File: config.mk
export PLATFORM = sky130hd
export DESIGN_NAME = predecode_timing_flat
export DESIGN_NICKNAME = d
export VERILOG_FILES = /design/src/rtl/predecode_timing_if.sv /design/src/rtl/predecode_timing.sv /design/src/flat_wrapper.sv
export SDC_FILE = /design/constraint.sdc
export NUM_CORES = 1
export LEC_CHECK = 0
export ABC_AREA = 1
export CAP_MARGIN = 15
export CORE_AREA = 3 3 45 55
export DETAILED_ROUTE_END_ITERATION = 10
export DIE_AREA = 0 0 48 58
export PLACE_DENSITY = 0.87
export SLEW_MARGIN = 20
export SYNTH_ARGS = -nofsm -noshare
export SYNTH_HDL_FRONTEND = slang
export SYNTH_SLANG_ARGS = --single-unit
File: constraint.sdc
create_clock -name phi2 -period 2.8 [get_ports phi2]
set_input_delay 0.56 -clock phi2 [delete_from_list [all_inputs] [get_ports phi2]]
set_output_delay 0.56 -clock phi2 [all_outputs]
set_load 0.05 [all_outputs]
File: src/rtl/predecode_timing_if.sv
// Opcode front-end bus: external pins and control inputs in, IR/T-state/predecode out.
`timescale 1ns/1ps
interface predecode_timing_if;
    logic       RDY;
    logic [7:0] extDataBus;
    logic       T_END;
    logic       NMI_n;
    logic       IRQ_n;
    logic       I_flag;
    logic [7:0] IR;
    logic [2:0] tstate;
    logic       SYNC;
    logic       ONEBYTE;
    logic       TWOCYCLE;
    logic       intForce;
    logic [1:0] intSrc;
    logic       tTimeout;

    modport master (
        output RDY, extDataBus, T_END, NMI_n, IRQ_n, I_flag,
        input  IR, tstate, SYNC, ONEBYTE, TWOCYCLE, intForce, intSrc, tTimeout
    );

    modport slave (
        input  RDY, extDataBus, T_END, NMI_n, IRQ_n, I_flag,
        output IR, tstate, SYNC, ONEBYTE, TWOCYCLE, intForce, intSrc, tTimeout
    );
endinterface

File: src/rtl/predecode_timing.sv
// 6502C opcode front end: IR capture, T-state counter, predecode, RES/NMI/IRQ -> BRK injection.
// Latency: opcode sampled at the T1 edge; IR and predecode valid the following cycle.
// Backpressure: RDY=0 freezes IR, T-state and interrupt bookkeeping; NMI edges are still caught.
`timescale 1ns/1ps
module predecode_timing #(
    parameter int         T_MAX  = 7,
    parameter logic [7:0] BRK_OP = 8'h00
) (
    input  logic              phi2,
    input  logic              RES_n,
    predecode_timing_if.slave bus
);
    localparam logic [2:0] TMAX3 = 3'(T_MAX);

    logic [7:0] ir;
    logic [2:0] tstate;
    logic       int_force;
    logic [1:0] int_src;
    logic       t_timeout;
    logic       nmi_pend;
    logic       nmi_prev;
    logic       res_pend;

    logic       t1;
    logic       irq_req;
    logic       int_req;
    logic       nmi_edge;
    logic       take_nmi;
    logic       one_byte;
    logic       imm;
    logic       two_cycle;

    assign t1       = (tstate == 3'd1);
    assign irq_req  = ~bus.IRQ_n & ~bus.I_flag;
    assign int_req  = res_pend | nmi_pend | irq_req;
    assign nmi_edge = nmi_prev & ~bus.NMI_n;
    // RES outranks NMI, so a pending NMI survives a reset-sourced BRK.
    assign take_nmi = bus.RDY & t1 & ~res_pend & nmi_pend;

    // Push/pull (08/28/48/68) are one-byte but need stack cycles.
    assign one_byte  = (ir[3:0] == 4'h8) | (ir[3:0] == 4'hA);
    assign imm       = (ir[4:0] == 5'b01001) |
                       (ir[7] & ((ir[4:0] == 5'b00000) | (ir[4:0] == 5'b00010)));
    assign two_cycle = (one_byte & ~(~ir[7] & ~ir[4] & (ir[3:0] == 4'h8))) | imm;

    always_ff @(posedge phi2 or negedge RES_n) begin
        if (!RES_n) begin
            ir        <= 8'h00;
            tstate    <= 3'd1;
            int_force <= 1'b0;
            int_src   <= 2'b00;
            t_timeout <= 1'b0;
            nmi_pend  <= 1'b0;
            nmi_prev  <= 1'b1;
            res_pend  <= 1'b1;
        end else begin
            nmi_prev  <= bus.NMI_n;
            t_timeout <= 1'b0;

            if (nmi_edge)
                nmi_pend <= 1'b1;
            else if (take_nmi)
                nmi_pend <= 1'b0;

            if (bus.RDY) begin
                if (t1) begin
                    tstate <= 3'd2;
                    if (int_req) begin
                        ir        <= BRK_OP;
                        int_force <= 1'b1;
                        if (res_pend) begin
                            int_src  <= 2'b11;
                            res_pend <= 1'b0;
                        end else if (nmi_pend) begin
                            int_src <= 2'b10;
                        end else begin
                            int_src <= 2'b01;
                        end
                    end else begin
                        ir        <= bus.extDataBus;
                        int_force <= 1'b0;
                        int_src   <= 2'b00;
                    end
                end else if ((tstate == 3'd2) && two_cycle && !int_force) begin
                    tstate <= 3'd1;
                end else if (bus.T_END) begin
                    tstate <= 3'd1;
                end else if (tstate >= TMAX3) begin
                    tstate    <= 3'd1;
                    t_timeout <= 1'b1;
                end else begin
                    tstate <= tstate + 3'd1;
                end
            end
        end
    end

    assign bus.IR       = ir;
    assign bus.tstate   = tstate;
    assign bus.SYNC     = t1;
    assign bus.ONEBYTE  = one_byte;
    assign bus.TWOCYCLE = two_cycle;
    assign bus.intForce = int_force;
    assign bus.intSrc   = int_src;
    assign bus.tTimeout = t_timeout;
endmodule

File: src/flat_wrapper.sv
// flat-port wrapper written by rule: the top's interface ports become plain ports
module predecode_timing_flat 
#(
    parameter int         T_MAX  = 7,
    parameter logic [7:0] BRK_OP = 8'h00
)
  (phi2, RES_n, bus_RDY, bus_extDataBus, bus_T_END, bus_NMI_n, bus_IRQ_n, bus_I_flag, bus_IR, bus_tstate, bus_SYNC, bus_ONEBYTE, bus_TWOCYCLE, bus_intForce, bus_intSrc, bus_tTimeout);
  predecode_timing_if bus_i ();
  input  logic phi2;
  input  logic RES_n;
  input wire logic [$bits(bus_i.RDY)-1:0] bus_RDY;
  input wire logic [$bits(bus_i.extDataBus)-1:0] bus_extDataBus;
  input wire logic [$bits(bus_i.T_END)-1:0] bus_T_END;
  input wire logic [$bits(bus_i.NMI_n)-1:0] bus_NMI_n;
  input wire logic [$bits(bus_i.IRQ_n)-1:0] bus_IRQ_n;
  input wire logic [$bits(bus_i.I_flag)-1:0] bus_I_flag;
  output wire logic [$bits(bus_i.IR)-1:0] bus_IR;
  output wire logic [$bits(bus_i.tstate)-1:0] bus_tstate;
  output wire logic [$bits(bus_i.SYNC)-1:0] bus_SYNC;
  output wire logic [$bits(bus_i.ONEBYTE)-1:0] bus_ONEBYTE;
  output wire logic [$bits(bus_i.TWOCYCLE)-1:0] bus_TWOCYCLE;
  output wire logic [$bits(bus_i.intForce)-1:0] bus_intForce;
  output wire logic [$bits(bus_i.intSrc)-1:0] bus_intSrc;
  output wire logic [$bits(bus_i.tTimeout)-1:0] bus_tTimeout;
  assign bus_i.RDY = bus_RDY;
  assign bus_i.extDataBus = bus_extDataBus;
  assign bus_i.T_END = bus_T_END;
  assign bus_i.NMI_n = bus_NMI_n;
  assign bus_i.IRQ_n = bus_IRQ_n;
  assign bus_i.I_flag = bus_I_flag;
  assign bus_IR = bus_i.IR;
  assign bus_tstate = bus_i.tstate;
  assign bus_SYNC = bus_i.SYNC;
  assign bus_ONEBYTE = bus_i.ONEBYTE;
  assign bus_TWOCYCLE = bus_i.TWOCYCLE;
  assign bus_intForce = bus_i.intForce;
  assign bus_intSrc = bus_i.intSrc;
  assign bus_tTimeout = bus_i.tTimeout;
  predecode_timing #(.T_MAX(T_MAX), .BRK_OP(BRK_OP)) u_core (.phi2(phi2), .RES_n(RES_n), .bus(bus_i));
endmodule
* Yosys cells after proc, flatten, opt, wreduce, memory -nomap -nowiden
Cells that the tools add are included.
Storage, ports and cells: bits in registers 18, input port bits 15, output and inout port bits 18
Operators by class: $add $sub $neg 1, order comparisons 1, eq/ne operators 6, mux-type cells 16, bitwise operators 22, reductions and logical operators 7
Operators with widths (count):
- 3-bit two-way mux | 4
- 1-bit bitwise AND | 9
- 4-bit == test (second input constant) | 2
- 1-bit two-way mux | 8
- 8-bit two-way mux | 1
- 1-bit inverter | 7
- 2-bit two-way mux | 3
- 1-bit bitwise OR | 6
- 5-bit by 2-bit == test with 1-bit output (second input constant) | 1
- 5-bit by 4-bit == test with 1-bit output (second input constant) | 1
- 5-bit zero test | 1
- 3-bit by 1-bit adder with 3-bit output (second input constant) | 1
- 3-bit by 1-bit == test with 1-bit output (second input constant) | 1
- 3-bit by 2-bit == test with 1-bit output (second input constant) | 1
- 3-bit greater-or-equal comparator (second input constant) | 1
- 3-bit AND reduction | 1
- 1-bit logical AND | 2
- 2-bit AND reduction | 1
- 2-bit nonzero test | 1
- 1-bit zero test | 1

* Depth between registers and ports, before layout
Gate-level depths: netlist of the first run.
depth after elaboration 11, gate-level depth with buffers 10

* Worst setup path before layout of the first run
OpenSTA, ideal clock, no wires.
path type register to output, from register u_core.ir[3] (netlist: u_core.bus.IR[3]), to output bus_ONEBYTE, arrival 1.456 ns, required time 2.240 ns, slack 0.784 ns, stages on the path, launching flop included 3, buffers on the path 0, cells stage by stage dfrtp_1 -> inv_1 -> nor2_1
Between the ends: word-level cells in the longest chain between the ends 2
RTL lines:
- start: declaration | line predecode_timing.sv:15 | logic [7:0] ir;
- start signal: assignment | line predecode_timing.sv:80 | ir <= bus.extDataBus;
- 4-bit == test | line predecode_timing.sv:41 | assign one_byte = (ir[3:0] == 4'h8) | (ir[3:0] == 4'hA);
- 1-bit bitwise OR * | line predecode_timing.sv:41
- end: declaration | line flat_wrapper.sv:20 | output wire logic [$bits(bus_i.ONEBYTE)-1:0] bus_ONEBYTE;
Every way passes the cells marked *; elsewhere a longest branch is shown, timed or not.

* Final worst setup path of the first run
from register u_core.tstate[0] (netlist: u_core.bus.tstate[0]), to output bus_SYNC
Between the ends: word-level cells in the longest chain between the ends 1
RTL lines:
- start: declaration | line predecode_timing.sv:16 | logic [2:0] tstate;
- start signal: assignment | line predecode_timing.sv:92 | tstate <= tstate + 3'd1;
- 3-bit by 1-bit == test with 1-bit output | line predecode_timing.sv:33 | assign t1 = (tstate == 3'd1);
- end: declaration | line flat_wrapper.sv:19 | output wire logic [$bits(bus_i.SYNC)-1:0] bus_SYNC;
No other way between the ends.

==> results.json, run 1 <==
{
  "cts_tree": "done",
  "setup_violations": 0,
  "maxCapViolCount": 0,
  "final.period_utilization_pct": 92.7,
  "p_int_mw": 0.813,
  "syn-num-nets": 119,
  "initial_core_util_pct": 43.3,
  "clock_latency_ns": 0.30,
  "fin_skew_ns": 0.000828,
  "layout_common_cells": "32 x clkdlybuf4s50_1, 21 x nand2_1, 15 x inv_1, 15 x dfrtp_1, 11 x nor2_1",
  "io_pins": 33,
  "stdcell_count": 156,
  "die_x_microns": 48,
  "p_sw_mw": 0.908,
  "hold_depth": 2,
  "grt_first_pass_wirelength_microns": 3130,
  "finalHoldWorstSlack_ns": 0.477,
  "port_buffers": 32,
  "vias": 774,
  "tightest_slew_ns": 0.782,
  "clock_power_share_pct": 9.4,
  "setup_slack_ns": 0.204,
  "ir_drop_v": 0.000781,
  "p_seq_share_pct": 26.9,
  "htreeDepth": 1,
  "place_hpwl_microns": 1500,
  "clkSlewWorstSetupHoldPaths_ns": 0.10,
  "numCtsBuffers": 3,
  "ys_warn_count": 0,
  "post-cts-setup-buffers": 0,
  "p_leak_nw": 0.617,
  "startpoint_type": "register",
  "cts_root_buffer": "clkbuf_4",
  "layout-drive-gt1-share_pct": 8.82,
  "finalSetupTns_ns": 0,
  "die_h_microns": 58,
  "cts_num_sinks": 18,
  "cp-end-kind": "primary output",
  "syn_area_sq_um": 878,
  "hold_start": "u_core.res_pend",
  "reg2reg_to": "u_core.bus.IR[7]",
  "holdCritPathClass": "reg2reg",
  "yosys_register_bits": 18,
  "rsz0062_at_grt": "false",
  "status": "complete, no violations",
  "seq_area_frac_synth_pct": 51.7,
  "place_ws_ns": 0.528,
  "die_area_sq_um": 2780,
  "drc": 0,
  "r2r_setup_slack_ns": 1.27,
  "ant_nets": 0,
  "place_inst": 152,
  "syn_area_per_cell_sq_um": 8.78,
  "required_ns": 2.24,
  "pwr-share-comb_pct": 63.7,
  "r2r.worst_path.cells": 9,
  "grt_start_max_net_pins": 19,
  "antenna_cells": 0,
  "slew_violations": 0,
  "drt_pass1_iterations": 4,
  "path_class": "reg2out",
  "finalWirelength_microns": 1910,
  "rows": 18,
  "antenna_found_initial": 0,
  "layout_commonest_cell": "clkdlybuf4s50_1",
  "ys_types": 20,
  "grt_pass1_vias": 717,
  "fp.coreArea_sq_um": 2030,
  "max-clock-path-buffers": 2,
  "r2r_start": "u_core.bus.tstate[0]",
  "period_minus_slack_ns": 2.60,
  "cp_max_fo": 5,
  "cts_hold_buf": 0,
  "hold_viol": 0,
  "dr.first_iter.drc_count": 6,
  "maxClockFrequency_mhz": 385,
  "routedWlPerCell_microns": 12.2,
  "crit_arrival_ns": 2.04,
  "area_delta_synth_final_pct": 43.4,
  "p_sw_share_pct": 52.7,
  "grt-ovfl-total": 0,
  "grt_usage_pct": 15.9,
  "routabilityCongestion": 0.824,
  "holdPathEnd": "u_core.res_pend",
  "startpoint": "u_core.bus.tstate[0]",
  "routed_via_density": 4.96,
  "cts_resized": 0,
  "syn_inst": 100,
  "nNetsFinal": 156,
  "power.density_nw_per_um2": 1370,
  "slew-limit-headroom_pct": 47.7
}
[cells in the mapped netlist]
cell type | instances | area, sq um
ha_1 | 4 | 50.1
nor2_1 | 11 | 41.3
inv_4 | 2 | 12.5
nor3b_1 | 1 | 7.51
o21ai_1 | 6 | 30.0
nand3_1 | 5 | 25.0
and3_1 | 1 | 6.26
nand2_1 | 21 | 78.8
o21a_1 | 1 | 7.51
o21ai_0 | 3 | 15.0
nor3_1 | 4 | 20.0
a22o_1 | 2 | 17.5
dfrtp_1 | 15 | 375
dfstp_2 | 3 | 78.8
o22ai_1 | 1 | 6.26
nor2_4 | 1 | 11.3
a2bb2oi_1 | 1 | 8.76
inv_1 | 15 | 56.3
o21bai_1 | 1 | 7.51
nand2_4 | 2 | 22.5
[routing by layer]
layer	global-route usage, %	share of wire [%]	up-vias
met4	6.92	2.3	0
li1	-	-	391
met2	25.9	49	26
met1	19.0	42	352
met3	4.04	5.8	5
met5	0	0	-
[flip-flops by register name, summed over array words and instances, names as in the netlist]
| signal | cells |
|---|---|
| u_core.res_pend | 1 |
| u_core.bus.intSrc | 2 |
| u_core.nmi_prev | 1 |
| u_core.nmi_pend | 1 |
| u_core.bus.IR | 8 |
| u_core.bus.tstate | 3 |
| u_core.bus.intForce | 1 |
| u_core.bus.tTimeout | 1 |
[per-stage QoR]
stage          util [%]  area (sq um)  total power, mW
3_5_place_dp       60.4          1220             1.57
6_report           62.2          1260             1.72
2_1_floorplan         -           878             1.20
4_1_cts            62.2          1260             1.74
3_3_place_gp       60.4          1220             1.54
5_1_grt            62.2          1260             1.82
[critical path, stage by stage, from the launching register on]
cell	delay, ns
dfstp_2	0.58
ha_1	0.14
inv_1	0.06
nor2_4	0.14
clkdlybuf4s50_1	0.82
[power by group through the flow]
stage | clock network (mW) | registers, mW | logic [mW]
final | 0.162 | 0.462 | 1.10
after global routing | 0.179 | 0.479 | 1.16
after CTS | 0.165 | 0.463 | 1.11
after detailed placement | 0 | 0.464 | 1.10
after global placement | 0 | 0.461 | 1.08
after floorplan | 0 | 0.804 | 0.400
[final cells by class]
cell class / count / area, sq um
Clock buffer: 4 / 36.3
Fill cell: 171 / 767
Inverter: 17 / 68.8
Multi-Input combinational cell: 65 / 355
Sequential cell: 18 / 454
Tap cell: 20 / 25.0
Timing Repair Buffer: 32 / 320
[cell families (layout without fill, tap and decap cells)]
group / count (synthesis) / after routing / synth area share, %
simple gates: 46 / 46 / 24.2
compound gates: 15 / 15 / 10.5
fa+ha+maj: 4 / 4 / 5.70
flops: 18 / 18 / 51.7
buf+inv: 17 / 53 / 7.83
[worst max path at each step]
| stage | to | slack [ns] | cells past startpoint |
|---|---|---|---|
| 2_1_floorplan | bus_ONEBYTE | 0.78 | 2 |
| 3_3_place_gp | bus_SYNC | 0.56 | 4 |
| 3_5_place_dp | bus_SYNC | 0.53 | 4 |
| 4_1_cts | bus_SYNC | 0.19 | 4 |
| 5_1_grt | bus_SYNC | 0.12 | 4 |
| 6_report | bus_SYNC | 0.20 | 4 |
Note: power is estimated with default switching activity, not from simulation.
==> inputs of run 2 (changes only) <==
CTS_BUF_LIST = sky130_fd_sc_hd__clkbuf_4 sky130_fd_sc_hd__clkbuf_8   (was default)
PLACE_DENSITY = 0.78   (was 0.87)
==> run 2 against run 1 <==
  * Final area stayed put
  * Worst setup slack got worse by 0.0058 ns
  * Power about the same
  * Clock skew rose by 0.00070 ns
  * Die area unchanged
==> results.json, run 2 (synthesized netlist as in run 1, its figures left out) <==
{
  "cp_max_fo": 5,
  "p_sw_mw": 0.909,
  "grt_usage_pct": 15.2,
  "maxCapViolCount": 0,
  "p_seq_share_pct": 26.8,
  "required_ns": 2.24,
  "max-clock-path-buffers": 2,
  "multiInputGateArea_sq_um": 355,
  "antenna_cells": 0,
  "fillCellCount": 177,
  "clock_latency_ns": 0.29,
  "cts_resized": 0,
  "area_delta_synth_final_pct": 43.4,
  "routedWlPerCell_microns": 12.1,
  "grt_pass1_vias": 743,
  "max_stage_delay_ns": 0.82,
  "cpMaxStageDelayCell": "clkdlybuf4s50_1",
  "routed_via_density": 5.15,
  "layout_common_cells": "32 x clkdlybuf4s50_1, 21 x nand2_1, 15 x inv_1, 15 x dfrtp_1, 11 x nor2_1",
  "hold_viol": 0,
  "post-cts-setup-buffers": 0,
  "tightest_slew_ns": 0.781,
  "clkSlewWorstSetupHoldPaths_ns": 0.10,
  "fin_area_sq_um": 1260,
  "maxClockFrequency_mhz": 384,
  "port_buffers": 32,
  "post_dp_cell_area_sq_um": 1220,
  "rsz0062_at_grt": "false",
  "finalWirelength_microns": 1890,
  "cts_hold_buf": 0,
  "slew_violations": 0,
  "htreeDepth": 1,
  "p_sw_share_pct": 52.8,
  "holdCritPathClass": "reg2reg",
  "status": "complete, no violations",
  "nNetsFinal": 156,
  "startpoint_type": "register",
  "cts_tree": "done",
  "path_class": "reg2out",
  "rows": 18,
  "antenna_found_initial": 0,
  "slew-limit-headroom_pct": 47.8,
  "die_h_microns": 58,
  "grt_start_max_net_pins": 19,
  "initial_core_util_pct": 43.3,
  "final.period_utilization_pct": 92.9,
  "drc": 0,
  "p_leak_nw": 0.617,
  "crit_arrival_ns": 2.04,
  "grt-ovfl-total": 0,
  "clock_power_share_pct": 9.2,
  "power.density_nw_per_um2": 1370,
  "ant_nets": 0,
  "cts_root_buffer": "clkbuf_4",
  "period_minus_slack_ns": 2.60,
  "cp-end-kind": "primary output",
  "fp.coreArea_sq_um": 2030,
  "io_pins": 33,
  "place_hpwl_microns": 1460,
  "pwr-share-comb_pct": 63.9,
  "cp_cell_sequence": "ha_1 -> inv_1 -> nor2_4 -> clkdlybuf4s50_1",
  "ir_drop_v": 0.000733,
  "die_area_sq_um": 2780,
  "vias": 803,
  "grt_first_pass_wirelength_microns": 3070,
  "p_int_mw": 0.813,
  "setup_violations": 0,
  "die_x_microns": 48,
  "drt_pass1_iterations": 4,
  "p_total_mw": 1.72,
  "cts_num_sinks": 18,
  "dr.first_iter.drc_count": 14,
  "routabilityCongestion": 0.795,
  "fin_skew_ns": 0.00153,
  "layout_commonest_cell": "clkdlybuf4s50_1",
  "numCtsBuffers": 3,
  "finalSetupTns_ns": 0,
  "register_area_sq_um": 454,
  "layout-drive-gt1-share_pct": 8.82,
  "largest_register_ffs": 8
}
[run 2: layer usage]
metal,vias to the layer above,track usage (%),wire (microns)
met1,366,17.9,783
met4,0,7.69,26
met2,41,24.6,945
met5,-,0,0
met3,4,3.73,135
li1,392,-,-
[run 2: worst paths after layout]
check | startpoint | endpoint | slack, ns | cells after the start
max | u_core.bus.tstate[0] | bus_SYNC | 0.20 | 4
min | u_core.res_pend | u_core.res_pend | 0.48 | 2
max reg2reg | u_core.bus.tstate[0] | u_core.bus.IR[3] | 1.26 | 9
min reg2reg | u_core.res_pend | u_core.res_pend | 0.48 | 2
max in group asynchronous | RES_n | u_core.bus.intSrc[1] | 1.60 | 1
min in group asynchronous | RES_n | u_core.bus.tTimeout | 0.71 | 1
[run 2: worst max-delay path: cells and delay by family (launching register included)]
family	cells	cell delay, ns
fa+ha+maj	1	0.15
simple gates	1	0.14
buf+inv	2	0.88
flops	1	0.58
[run 2: final cells by class]
type,count,area share [%]
Clock buffer,4,2.88
Inverter,17,5.46
Multi-Input combinational cell,65,28.2
Sequential cell,18,36.0
Tap cell,20,1.99
Timing Repair Buffer,32,25.4
[run 2: power groups by stage]
stage	Sequential (mW)	Combinational [mW]	Clock, mW
3_3_place_gp	0.461	1.09	0
4_1_cts	0.461	1.10	0.164
5_1_grt	0.477	1.17	0.177
6_report	0.462	1.10	0.159
3_5_place_dp	0.466	1.10	0
2_1_floorplan	0.804	0.400	0
[run 2: per-stage QoR]
| stage | utilization, % | hold WS [ns] | cells | worst slack, ns |
|---|---|---|---|---|
| 3_5_place_dp | 60.4 | 0.462 | 152 | 0.516 |
| 2_1_floorplan | - | 0.264 | 100 | 0.784 |
| 5_1_grt | 62.2 | 0.507 | 156 | 0.107 |
| 6_report | 62.2 | 0.480 | 156 | 0.198 |
| 3_3_place_gp | 60.4 | 0.461 | 152 | 0.559 |
| 4_1_cts | 62.2 | 0.481 | 156 | 0.180 |
